**config.mk**
```make
export PLATFORM = sky130hd
export DESIGN_NAME = cv32e40p_recovery_ctrl_flat
export DESIGN_NICKNAME = d
export VERILOG_FILES = /design/src/rtl/cv32e40p_recovery_ctrl_if.sv /design/src/rtl/cv32e40p_recovery_ctrl.sv /design/src/flat_wrapper.sv
export SDC_FILE = /design/constraint.sdc
export NUM_CORES = 2
export LEC_CHECK = 0
export ABC_AREA = 1
export BUFFER_PORTS_ARGS = -buffer_cell sky130_fd_sc_hd__buf_2
export CORE_MARGIN = 3
export CORE_UTILIZATION = 40
export DETAILED_ROUTE_END_ITERATION = 6
export GPL_ROUTABILITY_DRIVEN = 0
export HOLD_SLACK_MARGIN = 0.08
export SLEW_MARGIN = 20
export SYNTH_ARGS = -nofsm -noshare
export SYNTH_HDL_FRONTEND = slang
export SYNTH_SLANG_ARGS = --single-unit
export TNS_END_PERCENT = 1
```
**constraint.sdc**
```tcl
create_clock -name clk_i -period 41.8 [get_ports clk_i]
set_input_delay 2.09 -clock clk_i [delete_from_list [all_inputs] [get_ports clk_i]]
set_output_delay 2.09 -clock clk_i [all_outputs]
set_load 0.03 [all_outputs]
```
**src/rtl/cv32e40p_recovery_ctrl_if.sv**
```systemverilog
// Recovery port bundle between cv32e40p_core and cv32e40p_recovery_ctrl.
// The core side uses modport master. The recovery controller uses modport slave.
interface cv32e40p_recovery_ctrl_if;
    // Core -> controller: request, RF write snoop, PC/CSR backup
    logic        recovery_req_i;
    logic        regfile_we_a_i;
    logic [5:0]  regfile_waddr_a_i;
    logic [31:0] regfile_wdata_a_i;
    logic        regfile_we_b_i;
    logic [5:0]  regfile_waddr_b_i;
    logic [31:0] regfile_wdata_b_i;
    logic [31:0] backup_program_counter_i;
    logic        backup_branch_i;
    logic [31:0] backup_branch_addr_i;
    logic [6:0]  backup_mstatus_i;
    logic [31:0] backup_mie_i;
    logic [23:0] backup_mtvec_i;
    logic [31:0] backup_mscratch_i;
    logic [31:0] backup_mip_i;
    logic [31:0] backup_mepc_i;
    logic [5:0]  backup_mcause_i;

    // Controller -> core: setback, RF replay, PC/CSR restore, status
    logic        setback_o;
    logic        recover_o;
    logic        regfile_we_a_o;
    logic [5:0]  regfile_waddr_a_o;
    logic [31:0] regfile_wdata_a_o;
    logic        regfile_we_b_o;
    logic [5:0]  regfile_waddr_b_o;
    logic [31:0] regfile_wdata_b_o;
    logic        pc_recover_o;
    logic [31:0] recovery_program_counter_o;
    logic        recovery_branch_o;
    logic [31:0] recovery_branch_addr_o;
    logic [6:0]  recovery_mstatus_o;
    logic [31:0] recovery_mie_o;
    logic [23:0] recovery_mtvec_o;
    logic [31:0] recovery_mscratch_o;
    logic [31:0] recovery_mip_o;
    logic [31:0] recovery_mepc_o;
    logic [5:0]  recovery_mcause_o;
    logic        busy_o;
    logic        done_o;
    logic [7:0]  recovery_count_o;

    modport master (
        output recovery_req_i,
        output regfile_we_a_i, regfile_waddr_a_i, regfile_wdata_a_i,
        output regfile_we_b_i, regfile_waddr_b_i, regfile_wdata_b_i,
        output backup_program_counter_i, backup_branch_i, backup_branch_addr_i,
        output backup_mstatus_i, backup_mie_i, backup_mtvec_i, backup_mscratch_i,
        output backup_mip_i, backup_mepc_i, backup_mcause_i,
        input  setback_o, recover_o,
        input  regfile_we_a_o, regfile_waddr_a_o, regfile_wdata_a_o,
        input  regfile_we_b_o, regfile_waddr_b_o, regfile_wdata_b_o,
        input  pc_recover_o, recovery_program_counter_o, recovery_branch_o,
        input  recovery_branch_addr_o, recovery_mstatus_o, recovery_mie_o,
        input  recovery_mtvec_o, recovery_mscratch_o, recovery_mip_o,
        input  recovery_mepc_o, recovery_mcause_o,
        input  busy_o, done_o, recovery_count_o
    );

    modport slave (
        input  recovery_req_i,
        input  regfile_we_a_i, regfile_waddr_a_i, regfile_wdata_a_i,
        input  regfile_we_b_i, regfile_waddr_b_i, regfile_wdata_b_i,
        input  backup_program_counter_i, backup_branch_i, backup_branch_addr_i,
        input  backup_mstatus_i, backup_mie_i, backup_mtvec_i, backup_mscratch_i,
        input  backup_mip_i, backup_mepc_i, backup_mcause_i,
        output setback_o, recover_o,
        output regfile_we_a_o, regfile_waddr_a_o, regfile_wdata_a_o,
        output regfile_we_b_o, regfile_waddr_b_o, regfile_wdata_b_o,
        output pc_recover_o, recovery_program_counter_o, recovery_branch_o,
        output recovery_branch_addr_o, recovery_mstatus_o, recovery_mie_o,
        output recovery_mtvec_o, recovery_mscratch_o, recovery_mip_o,
        output recovery_mepc_o, recovery_mcause_o,
        output busy_o, done_o, recovery_count_o
    );
endinterface

```
**src/rtl/cv32e40p_recovery_ctrl.sv**
```systemverilog
// Recovery controller for one cv32e40p_core.
// Snoops committed GPR writes and PC/CSR backups into shadow state while idle.
// On a request it sets the core back, replays x0..x31 two registers per cycle
// (x(2k) on port A, x(2k+1) on port B), restores PC/CSRs and releases the core.
// Optional build macro CV32E40P_RECOVERY_COUNTER_EN adds an 8-bit saturating
// count of completed recoveries. Without it recovery_count_o is tied to 0.
module cv32e40p_recovery_ctrl (
    input  logic                           clk_i,
    input  logic                           rst_i,
    cv32e40p_recovery_ctrl_if.slave        bus
);

    typedef enum logic [1:0] {StIdle, StSetback, StRestoreRf, StRestorePc} state_e;

    state_e      state_q;
    logic [3:0]  k_q;          // index of the register pair currently on the write ports
    logic        setback_q;
    logic        recover_q;
    logic        busy_q;
    logic        done_q;
    logic        pc_recover_q;
    logic        we_a_q;
    logic [5:0]  waddr_a_q;
    logic [31:0] wdata_a_q;
    logic        we_b_q;
    logic [5:0]  waddr_b_q;
    logic [31:0] wdata_b_q;

    // Shadow state. Entry 0 is cleared on reset and never written, so it always reads 0.
    logic [31:0] shadow_rf_q [32];
    logic [31:0] shadow_pc_q;
    logic        shadow_branch_q;
    logic [31:0] shadow_branch_addr_q;
    logic [6:0]  shadow_mstatus_q;
    logic [31:0] shadow_mie_q;
    logic [23:0] shadow_mtvec_q;
    logic [31:0] shadow_mscratch_q;
    logic [31:0] shadow_mip_q;
    logic [31:0] shadow_mepc_q;
    logic [5:0]  shadow_mcause_q;

    logic        idle;
    logic [3:0]  pair_k;
    logic [4:0]  pair_idx_a;
    logic [4:0]  pair_idx_b;
    logic [31:0] pair_rdata_a;
    logic [31:0] pair_rdata_b;

    assign idle = (state_q == StIdle);

    // Select the register pair to present on the next cycle's write ports.
    always_comb begin
        pair_k       = 4'd0;
        if (state_q == StRestoreRf) begin
            pair_k = k_q + 4'd1;
        end
        pair_idx_a   = {pair_k, 1'b0};
        pair_idx_b   = {pair_k, 1'b1};
        pair_rdata_a = shadow_rf_q[pair_idx_a];
        pair_rdata_b = shadow_rf_q[pair_idx_b];
    end

    // Shadow capture: GPR writes and PC/CSR backups, only while idle.
    always_ff @(posedge clk_i or posedge rst_i) begin
        if (rst_i) begin
            for (int i = 0; i < 32; i++) begin
                shadow_rf_q[i] <= '0;
            end
            shadow_pc_q          <= '0;
            shadow_branch_q      <= 1'b0;
            shadow_branch_addr_q <= '0;
            shadow_mstatus_q     <= '0;
            shadow_mie_q         <= '0;
            shadow_mtvec_q       <= '0;
            shadow_mscratch_q    <= '0;
            shadow_mip_q         <= '0;
            shadow_mepc_q        <= '0;
            shadow_mcause_q      <= '0;
        end else if (idle) begin
            // Matching only 1..31 drops FP writes (waddr[5]=1) and x0; port B is
            // assigned last so it wins a same-address collision.
            for (int i = 1; i < 32; i++) begin
                if (bus.regfile_we_a_i && (bus.regfile_waddr_a_i == 6'(i))) begin
                    shadow_rf_q[i] <= bus.regfile_wdata_a_i;
                end
                if (bus.regfile_we_b_i && (bus.regfile_waddr_b_i == 6'(i))) begin
                    shadow_rf_q[i] <= bus.regfile_wdata_b_i;
                end
            end
            shadow_pc_q          <= bus.backup_program_counter_i;
            shadow_branch_q      <= bus.backup_branch_i;
            shadow_branch_addr_q <= bus.backup_branch_addr_i;
            shadow_mstatus_q     <= bus.backup_mstatus_i;
            shadow_mie_q         <= bus.backup_mie_i;
            shadow_mtvec_q       <= bus.backup_mtvec_i;
            shadow_mscratch_q    <= bus.backup_mscratch_i;
            shadow_mip_q         <= bus.backup_mip_i;
            shadow_mepc_q        <= bus.backup_mepc_i;
            shadow_mcause_q      <= bus.backup_mcause_i;
        end
    end

    // Recovery sequencer with registered outputs.
    always_ff @(posedge clk_i or posedge rst_i) begin
        if (rst_i) begin
            state_q      <= StIdle;
            k_q          <= '0;
            setback_q    <= 1'b0;
            recover_q    <= 1'b0;
            busy_q       <= 1'b0;
            done_q       <= 1'b0;
            pc_recover_q <= 1'b0;
            we_a_q       <= 1'b0;
            waddr_a_q    <= '0;
            wdata_a_q    <= '0;
            we_b_q       <= 1'b0;
            waddr_b_q    <= '0;
            wdata_b_q    <= '0;
        end else begin
            done_q <= 1'b0;
            unique case (state_q)
                StIdle: begin
                    if (bus.recovery_req_i) begin
                        state_q   <= StSetback;
                        k_q       <= '0;
                        setback_q <= 1'b1;
                        recover_q <= 1'b1;
                        busy_q    <= 1'b1;
                    end
                end
                StSetback, StRestoreRf: begin
                    setback_q <= 1'b0;
                    if ((state_q == StRestoreRf) && (k_q == 4'd15)) begin
                        state_q      <= StRestorePc;
                        pc_recover_q <= 1'b1;
                        we_a_q       <= 1'b0;
                        waddr_a_q    <= '0;
                        wdata_a_q    <= '0;
                        we_b_q       <= 1'b0;
                        waddr_b_q    <= '0;
                        wdata_b_q    <= '0;
                    end else begin
                        state_q   <= StRestoreRf;
                        k_q       <= pair_k;
                        // Pair 0 carries x0 on port A, which must never be written.
                        we_a_q    <= (pair_k != 4'd0);
                        waddr_a_q <= {1'b0, pair_idx_a};
                        wdata_a_q <= pair_rdata_a;
                        we_b_q    <= 1'b1;
                        waddr_b_q <= {1'b0, pair_idx_b};
                        wdata_b_q <= pair_rdata_b;
                    end
                end
                StRestorePc: begin
                    state_q      <= StIdle;
                    pc_recover_q <= 1'b0;
                    recover_q    <= 1'b0;
                    busy_q       <= 1'b0;
                    done_q       <= 1'b1;
                end
                default: state_q <= StIdle;
            endcase
        end
    end

`ifdef CV32E40P_RECOVERY_COUNTER_EN
    logic [7:0] count_q;

    // Completed-recovery counter, saturating at 255.
    always_ff @(posedge clk_i or posedge rst_i) begin
        if (rst_i) begin
            count_q <= '0;
        end else if ((state_q == StRestorePc) && (count_q != 8'hFF)) begin
            count_q <= count_q + 8'd1;
        end
    end

    assign bus.recovery_count_o = count_q;
`else
    assign bus.recovery_count_o = 8'd0;
`endif

    assign bus.setback_o                  = setback_q;
    assign bus.recover_o                  = recover_q;
    assign bus.busy_o                     = busy_q;
    assign bus.done_o                     = done_q;
    assign bus.pc_recover_o               = pc_recover_q;
    assign bus.regfile_we_a_o             = we_a_q;
    assign bus.regfile_waddr_a_o          = waddr_a_q;
    assign bus.regfile_wdata_a_o          = wdata_a_q;
    assign bus.regfile_we_b_o             = we_b_q;
    assign bus.regfile_waddr_b_o          = waddr_b_q;
    assign bus.regfile_wdata_b_o          = wdata_b_q;
    assign bus.recovery_program_counter_o = shadow_pc_q;
    assign bus.recovery_branch_o          = shadow_branch_q;
    assign bus.recovery_branch_addr_o     = shadow_branch_addr_q;
    assign bus.recovery_mstatus_o         = shadow_mstatus_q;
    assign bus.recovery_mie_o             = shadow_mie_q;
    assign bus.recovery_mtvec_o           = shadow_mtvec_q;
    assign bus.recovery_mscratch_o        = shadow_mscratch_q;
    assign bus.recovery_mip_o             = shadow_mip_q;
    assign bus.recovery_mepc_o            = shadow_mepc_q;
    assign bus.recovery_mcause_o          = shadow_mcause_q;

endmodule

```
**src/flat_wrapper.sv**
```systemverilog
// flat-port wrapper written by rule: the top's interface ports become plain ports
module cv32e40p_recovery_ctrl_flat 
  (clk_i, rst_i, bus_recovery_req_i, bus_regfile_we_a_i, bus_regfile_waddr_a_i, bus_regfile_wdata_a_i, bus_regfile_we_b_i, bus_regfile_waddr_b_i, bus_regfile_wdata_b_i, bus_backup_program_counter_i, bus_backup_branch_i, bus_backup_branch_addr_i, bus_backup_mstatus_i, bus_backup_mie_i, bus_backup_mtvec_i, bus_backup_mscratch_i, bus_backup_mip_i, bus_backup_mepc_i, bus_backup_mcause_i, bus_setback_o, bus_recover_o, bus_regfile_we_a_o, bus_regfile_waddr_a_o, bus_regfile_wdata_a_o, bus_regfile_we_b_o, bus_regfile_waddr_b_o, bus_regfile_wdata_b_o, bus_pc_recover_o, bus_recovery_program_counter_o, bus_recovery_branch_o, bus_recovery_branch_addr_o, bus_recovery_mstatus_o, bus_recovery_mie_o, bus_recovery_mtvec_o, bus_recovery_mscratch_o, bus_recovery_mip_o, bus_recovery_mepc_o, bus_recovery_mcause_o, bus_busy_o, bus_done_o, bus_recovery_count_o);
  cv32e40p_recovery_ctrl_if bus_i ();
  input  logic clk_i;
  input  logic rst_i;
  input wire logic [$bits(bus_i.recovery_req_i)-1:0] bus_recovery_req_i;
  input wire logic [$bits(bus_i.regfile_we_a_i)-1:0] bus_regfile_we_a_i;
  input wire logic [$bits(bus_i.regfile_waddr_a_i)-1:0] bus_regfile_waddr_a_i;
  input wire logic [$bits(bus_i.regfile_wdata_a_i)-1:0] bus_regfile_wdata_a_i;
  input wire logic [$bits(bus_i.regfile_we_b_i)-1:0] bus_regfile_we_b_i;
  input wire logic [$bits(bus_i.regfile_waddr_b_i)-1:0] bus_regfile_waddr_b_i;
  input wire logic [$bits(bus_i.regfile_wdata_b_i)-1:0] bus_regfile_wdata_b_i;
  input wire logic [$bits(bus_i.backup_program_counter_i)-1:0] bus_backup_program_counter_i;
  input wire logic [$bits(bus_i.backup_branch_i)-1:0] bus_backup_branch_i;
  input wire logic [$bits(bus_i.backup_branch_addr_i)-1:0] bus_backup_branch_addr_i;
  input wire logic [$bits(bus_i.backup_mstatus_i)-1:0] bus_backup_mstatus_i;
  input wire logic [$bits(bus_i.backup_mie_i)-1:0] bus_backup_mie_i;
  input wire logic [$bits(bus_i.backup_mtvec_i)-1:0] bus_backup_mtvec_i;
  input wire logic [$bits(bus_i.backup_mscratch_i)-1:0] bus_backup_mscratch_i;
  input wire logic [$bits(bus_i.backup_mip_i)-1:0] bus_backup_mip_i;
  input wire logic [$bits(bus_i.backup_mepc_i)-1:0] bus_backup_mepc_i;
  input wire logic [$bits(bus_i.backup_mcause_i)-1:0] bus_backup_mcause_i;
  output wire logic [$bits(bus_i.setback_o)-1:0] bus_setback_o;
  output wire logic [$bits(bus_i.recover_o)-1:0] bus_recover_o;
  output wire logic [$bits(bus_i.regfile_we_a_o)-1:0] bus_regfile_we_a_o;
  output wire logic [$bits(bus_i.regfile_waddr_a_o)-1:0] bus_regfile_waddr_a_o;
  output wire logic [$bits(bus_i.regfile_wdata_a_o)-1:0] bus_regfile_wdata_a_o;
  output wire logic [$bits(bus_i.regfile_we_b_o)-1:0] bus_regfile_we_b_o;
  output wire logic [$bits(bus_i.regfile_waddr_b_o)-1:0] bus_regfile_waddr_b_o;
  output wire logic [$bits(bus_i.regfile_wdata_b_o)-1:0] bus_regfile_wdata_b_o;
  output wire logic [$bits(bus_i.pc_recover_o)-1:0] bus_pc_recover_o;
  output wire logic [$bits(bus_i.recovery_program_counter_o)-1:0] bus_recovery_program_counter_o;
  output wire logic [$bits(bus_i.recovery_branch_o)-1:0] bus_recovery_branch_o;
  output wire logic [$bits(bus_i.recovery_branch_addr_o)-1:0] bus_recovery_branch_addr_o;
  output wire logic [$bits(bus_i.recovery_mstatus_o)-1:0] bus_recovery_mstatus_o;
  output wire logic [$bits(bus_i.recovery_mie_o)-1:0] bus_recovery_mie_o;
  output wire logic [$bits(bus_i.recovery_mtvec_o)-1:0] bus_recovery_mtvec_o;
  output wire logic [$bits(bus_i.recovery_mscratch_o)-1:0] bus_recovery_mscratch_o;
  output wire logic [$bits(bus_i.recovery_mip_o)-1:0] bus_recovery_mip_o;
  output wire logic [$bits(bus_i.recovery_mepc_o)-1:0] bus_recovery_mepc_o;
  output wire logic [$bits(bus_i.recovery_mcause_o)-1:0] bus_recovery_mcause_o;
  output wire logic [$bits(bus_i.busy_o)-1:0] bus_busy_o;
  output wire logic [$bits(bus_i.done_o)-1:0] bus_done_o;
  output wire logic [$bits(bus_i.recovery_count_o)-1:0] bus_recovery_count_o;
  assign bus_i.recovery_req_i = bus_recovery_req_i;
  assign bus_i.regfile_we_a_i = bus_regfile_we_a_i;
  assign bus_i.regfile_waddr_a_i = bus_regfile_waddr_a_i;
  assign bus_i.regfile_wdata_a_i = bus_regfile_wdata_a_i;
  assign bus_i.regfile_we_b_i = bus_regfile_we_b_i;
  assign bus_i.regfile_waddr_b_i = bus_regfile_waddr_b_i;
  assign bus_i.regfile_wdata_b_i = bus_regfile_wdata_b_i;
  assign bus_i.backup_program_counter_i = bus_backup_program_counter_i;
  assign bus_i.backup_branch_i = bus_backup_branch_i;
  assign bus_i.backup_branch_addr_i = bus_backup_branch_addr_i;
  assign bus_i.backup_mstatus_i = bus_backup_mstatus_i;
  assign bus_i.backup_mie_i = bus_backup_mie_i;
  assign bus_i.backup_mtvec_i = bus_backup_mtvec_i;
  assign bus_i.backup_mscratch_i = bus_backup_mscratch_i;
  assign bus_i.backup_mip_i = bus_backup_mip_i;
  assign bus_i.backup_mepc_i = bus_backup_mepc_i;
  assign bus_i.backup_mcause_i = bus_backup_mcause_i;
  assign bus_setback_o = bus_i.setback_o;
  assign bus_recover_o = bus_i.recover_o;
  assign bus_regfile_we_a_o = bus_i.regfile_we_a_o;
  assign bus_regfile_waddr_a_o = bus_i.regfile_waddr_a_o;
  assign bus_regfile_wdata_a_o = bus_i.regfile_wdata_a_o;
  assign bus_regfile_we_b_o = bus_i.regfile_we_b_o;
  assign bus_regfile_waddr_b_o = bus_i.regfile_waddr_b_o;
  assign bus_regfile_wdata_b_o = bus_i.regfile_wdata_b_o;
  assign bus_pc_recover_o = bus_i.pc_recover_o;
  assign bus_recovery_program_counter_o = bus_i.recovery_program_counter_o;
  assign bus_recovery_branch_o = bus_i.recovery_branch_o;
  assign bus_recovery_branch_addr_o = bus_i.recovery_branch_addr_o;
  assign bus_recovery_mstatus_o = bus_i.recovery_mstatus_o;
  assign bus_recovery_mie_o = bus_i.recovery_mie_o;
  assign bus_recovery_mtvec_o = bus_i.recovery_mtvec_o;
  assign bus_recovery_mscratch_o = bus_i.recovery_mscratch_o;
  assign bus_recovery_mip_o = bus_i.recovery_mip_o;
  assign bus_recovery_mepc_o = bus_i.recovery_mepc_o;
  assign bus_recovery_mcause_o = bus_i.recovery_mcause_o;
  assign bus_busy_o = bus_i.busy_o;
  assign bus_done_o = bus_i.done_o;
  assign bus_recovery_count_o = bus_i.recovery_count_o;
  cv32e40p_recovery_ctrl u_core (.clk_i(clk_i), .rst_i(rst_i), .bus(bus_i));
endmodule
```
==> flow_metrics.py <==
metrics = {
    "status": {
        "status": "complete, no violations",
    },
    "flow_run": {
        "max_cap_violations": 0,
    },
    "drt": {
        "wirelength_um": 271000,
        "vias": 65800,
        "dr.pass1.iters": 6,
        "viasPerCell": 5.58,
        "antenna_left": 0,
        "first_iter_violations": 6614,
        "avgRoutedWirePerCell_um": 23.0,
        "drc": 0,
    },
    "logic_synthesis": {
        "synth_ff_type": "dfrtp_1",
        "syn-instance-count": 9326,
        "syn_area_per_cell_um2": 7.45,
        "synth-edff-count": 0,
        "synth_most_common_cell": "nand2_1",
        "synth_common_cells": "nand2_1, dfrtp_1, a21oi_1",
        "syn-cell-area_mm2": 0.0695,
        "ys_warn_count": 32,
        "async_flop_share": 1.00,
        "ys_ff_latch": 1302,
        "ys_types": 30,
        "yosysTopAreaCell": "dfrtp_1",
        "seq_area_frac_synth": 0.469,
        "netlist.area_leader.share": 0.469,
        "synth_area_leaders": "dfrtp_1, nand2_1, o21a_1, a21oi_1, nand3_1",
    },
    "clock_tree": {
        "clk_pin_slew_ns": 0.06,
        "clockRootBuffer": "clkbuf_16",
        "cts_tree": "done",
        "cts_buffers": 153,
        "post_cts_buffers": 0,
        "cts_buffer_depth": 3,
        "htreeDepth": 4,
        "clock_latency_ns": 0.81,
        "cts-resized-gates": 0,
        "hold_buffers": 0,
        "clock-sinks": 1302,
    },
    "sta": {
        "layout_min_cycle_time_ns": 5.99,
        "slew_violations": 0,
        "fin_skew_ns": 0.0342,
        "rsz0062_at_grt": "false",
        "fin_tns_setup_ns": 0,
        "timing.hold.ws_ns": 0.464,
        "tightest_slew_ns": 1.23,
        "hold_viol_final": 0,
        "setup_viol": 0,
        "relSlewSlack": 0.176,
        "worst_slack_ns": 35.81,
        "period_share": 0.143,
        "clock.fmax_mhz": 167,
    },
    "worst_setup_path": {
        "endpoint_kind": "asynchronous set/reset pin",
        "crit_start": "rst_i",
        "crit_chain": "buf_2 -> inv_8 -> buf_4 -> buf_4 -> buf_4 -> buf_4 -> buf_16 -> buf_4",
        "r2r_start": "u_core.state_q[0]$_DFFE_PP0P_",
        "path_class": "primary input to asynchronous set/reset pin",
        "cp.arrival_ns": 6.82,
        "worst_path_most_repeated_cell": "buf_4",
        "cpMaxStageDelayCell": "buf_4",
        "start_kind": "primary input",
        "path_max_fanout": 112,
        "slowest_delay_ns": 0.87,
        "worst-r2r-cell-count": 12,
        "cp.required_ns": 42.63,
        "r2r-end": "u_core.bus.regfile_wdata_a_o[2]$_DFFE_PP0P_",
        "reg2reg_setup_slack_ns": 36.66,
        "endpoint": "u_core.bus.regfile_wdata_b_o[6]$_DFFE_PP0P_",
    },
    "placement": {
        "io_buffers": 620,
        "post-place-ws_ns": 34.53,
        "dpl.hpwl_um": 150000,
    },
    "die": {
        "rows": 152,
        "io_pins": 632,
        "initial_core_util": 0.404,
        "fp.dieH_um": 423,
        "core_area_mm2": 0.172,
        "dieArea_mm2": 0.179,
        "fp.dieW_um": 423,
    },
    "pwr": {
        "powerDensity_mw_per_mm2": 76.7,
        "p_int_w": 0.00338,
        "switching_share": 0.436,
        "ir_worst_vdd_v": 0.0000531,
        "switching_power_w": 0.00261,
        "sequentialPowerShare": 0.363,
        "comb_power_share": 0.408,
        "leakage_nw": 38.9,
        "power_frac_clock": 0.229,
    },
    "cells_and_area": {
        "area.growth.synth_to_final_pct": 12.4,
        "final_layout_size_suffix_gt1_frac": 0.115,
        "final_nets": 9644,
    },
    "global_routing": {
        "grt_pass1_vias": 62300,
        "antenna_found_initial": 54,
        "track_usage": 0.296,
        "grt_overflow": 0,
        "grt_max_degree": 182,
        "grt_pass1_wl_um": 404000,
    },
    "worst_hold_path": {
        "min_path_type": "flop to flop",
    },
}
## cell type report
| type | count | area (µm²) |
|---|---|---|
| Multi-Input combinational cell | 6902 | 32400 |
| Sequential cell | 1302 | 32600 |
| Fill cell | 17200 | 94000 |
| Clock inverter | 50 | 528 |
| Clock buffer | 229 | 4580 |
| Antenna cell | 26 | 65.1 |
| Timing Repair Buffer | 749 | 4190 |
| Tap cell | 2310 | 2890 |
| Inverter | 221 | 863 |
## how the worst min path moves through the flow
stage,slack (ns),end,depth (start not counted),from
floorplan,0.50,u_core.shadow_rf_q[0]$_DFFE_PP0P_,2,u_core.shadow_rf_q[0]$_DFFE_PP0P_
global placement,0.45,u_core.bus.recovery_mip_o[3]$_DFFE_PP0N_,2,u_core.bus.recovery_mip_o[3]$_DFFE_PP0N_
detailed placement,0.45,u_core.bus.recovery_mepc_o[8]$_DFFE_PP0N_,2,u_core.bus.recovery_mepc_o[8]$_DFFE_PP0N_
CTS,0.47,u_core.bus.recovery_mepc_o[8]$_DFFE_PP0N_,2,u_core.bus.recovery_mepc_o[8]$_DFFE_PP0N_
global route,0.48,u_core.bus.recovery_mepc_o[8]$_DFFE_PP0N_,2,u_core.bus.recovery_mepc_o[8]$_DFFE_PP0N_
finish,0.46,u_core.bus.recovery_mscratch_o[14]$_DFFE_PP0N_,2,u_core.bus.recovery_mscratch_o[14]$_DFFE_PP0N_
## cell usage in the layout (no fill, tap or decap), types with 6 or more instances in the layout
cell	Yosys	final
a21oi_1	1141	1141
nand2_1	2758	2726
inv_1	217	193
buf_2	308	620
clkbuf_8	0	40
a21oi_4	17	31
inv_2	3	11
clkbuf_16	0	156
dfrtp_1	1302	1302
nand3_1	889	889
o21a_1	767	767
clkbuf_1	419	33
o21ai_0	360	360
diode_2	0	26
buf_4	26	119
inv_6	0	6
nand2_2	0	30
conb_1	1	11
clkinv_2	0	32
clkinv_1	1	9
nor2_1	927	925
## stage by stage
step           cells  utilization  area (µm²)  power [W]
2_1_floorplan   9336            -       69500    0.00383
5_1_grt        11800        0.454       78100    0.00639
6_report       11800        0.454       78100    0.00599
4_1_cts        11800        0.453       78000    0.00600
3_5_place_dp   11500        0.423       72900    0.00462
3_3_place_gp   11500        0.423       72800    0.00456
## metal layers
| metal | share of wire | wire length [µm] | track usage |
|---|---|---|---|
| met5 | 0.00068 | 184 | 0 |
| met4 | 0.058 | 15800 | 0.168 |
| met3 | 0.082 | 22100 | 0.0563 |
| met2 | 0.46 | 126000 | 0.476 |
| met1 | 0.39 | 107000 | 0.373 |
## kinds of logic (layout without fill, tap and decap cells)
| group | Yosys count | count (layout) | share of synthesized area |
|---|---|---|---|
| simple gates | 4584 | 4584 | 0.265 |
| compound gates | 2303 | 2303 | 0.197 |
| flops | 1302 | 1302 | 0.469 |
| buf+inv | 1132 | 1249 | 0.0684 |
| fa+ha+maj | 4 | 4 | 0.000720 |
| other cells | 1 | 37 | 0.0000540 |
## state kept, by name, indices dropped and copies added, names as in the netlist
| signal | cells |
|---|---|
| u_core.bus.done_o | 1 |
| u_core.bus.pc_recover_o | 1 |
| u_core.bus.recover_o | 1 |
| u_core.bus.recovery_branch_addr_o | 32 |
| u_core.bus.recovery_branch_o | 1 |
| u_core.bus.recovery_mcause_o | 6 |
| u_core.bus.recovery_mepc_o | 32 |
| u_core.bus.recovery_mie_o | 32 |
| u_core.bus.recovery_mip_o | 32 |
| u_core.bus.recovery_mscratch_o | 32 |
| u_core.bus.recovery_mstatus_o | 7 |
| u_core.bus.recovery_mtvec_o | 24 |
| u_core.bus.recovery_program_counter_o | 32 |
| u_core.bus.regfile_waddr_a_o | 1 |
| u_core.bus.regfile_waddr_b_o | 4 |
| u_core.bus.regfile_wdata_a_o | 32 |
| u_core.bus.regfile_wdata_b_o | 32 |
| u_core.bus.regfile_we_a_o | 1 |
| u_core.bus.setback_o | 1 |
| u_core.k_q | 4 |
| u_core.shadow_rf_q | 992 |
| u_core.state_q | 2 |
## power by group through the flow
stage | clock, W | combinational [W] | sequential [W]
floorplan | 0 | 0.00143 | 0.00240
global placement | 0 | 0.00240 | 0.00217
detailed placement | 0 | 0.00244 | 0.00218
CTS | 0.00139 | 0.00244 | 0.00217
global route | 0.00144 | 0.00270 | 0.00224
finish | 0.00137 | 0.00244 | 0.00218
## critical path, delay by kind of cell
family,cells,cell delay [ns]
buffers and inverters,8,4.27
(Power assumes the default switching activity.)
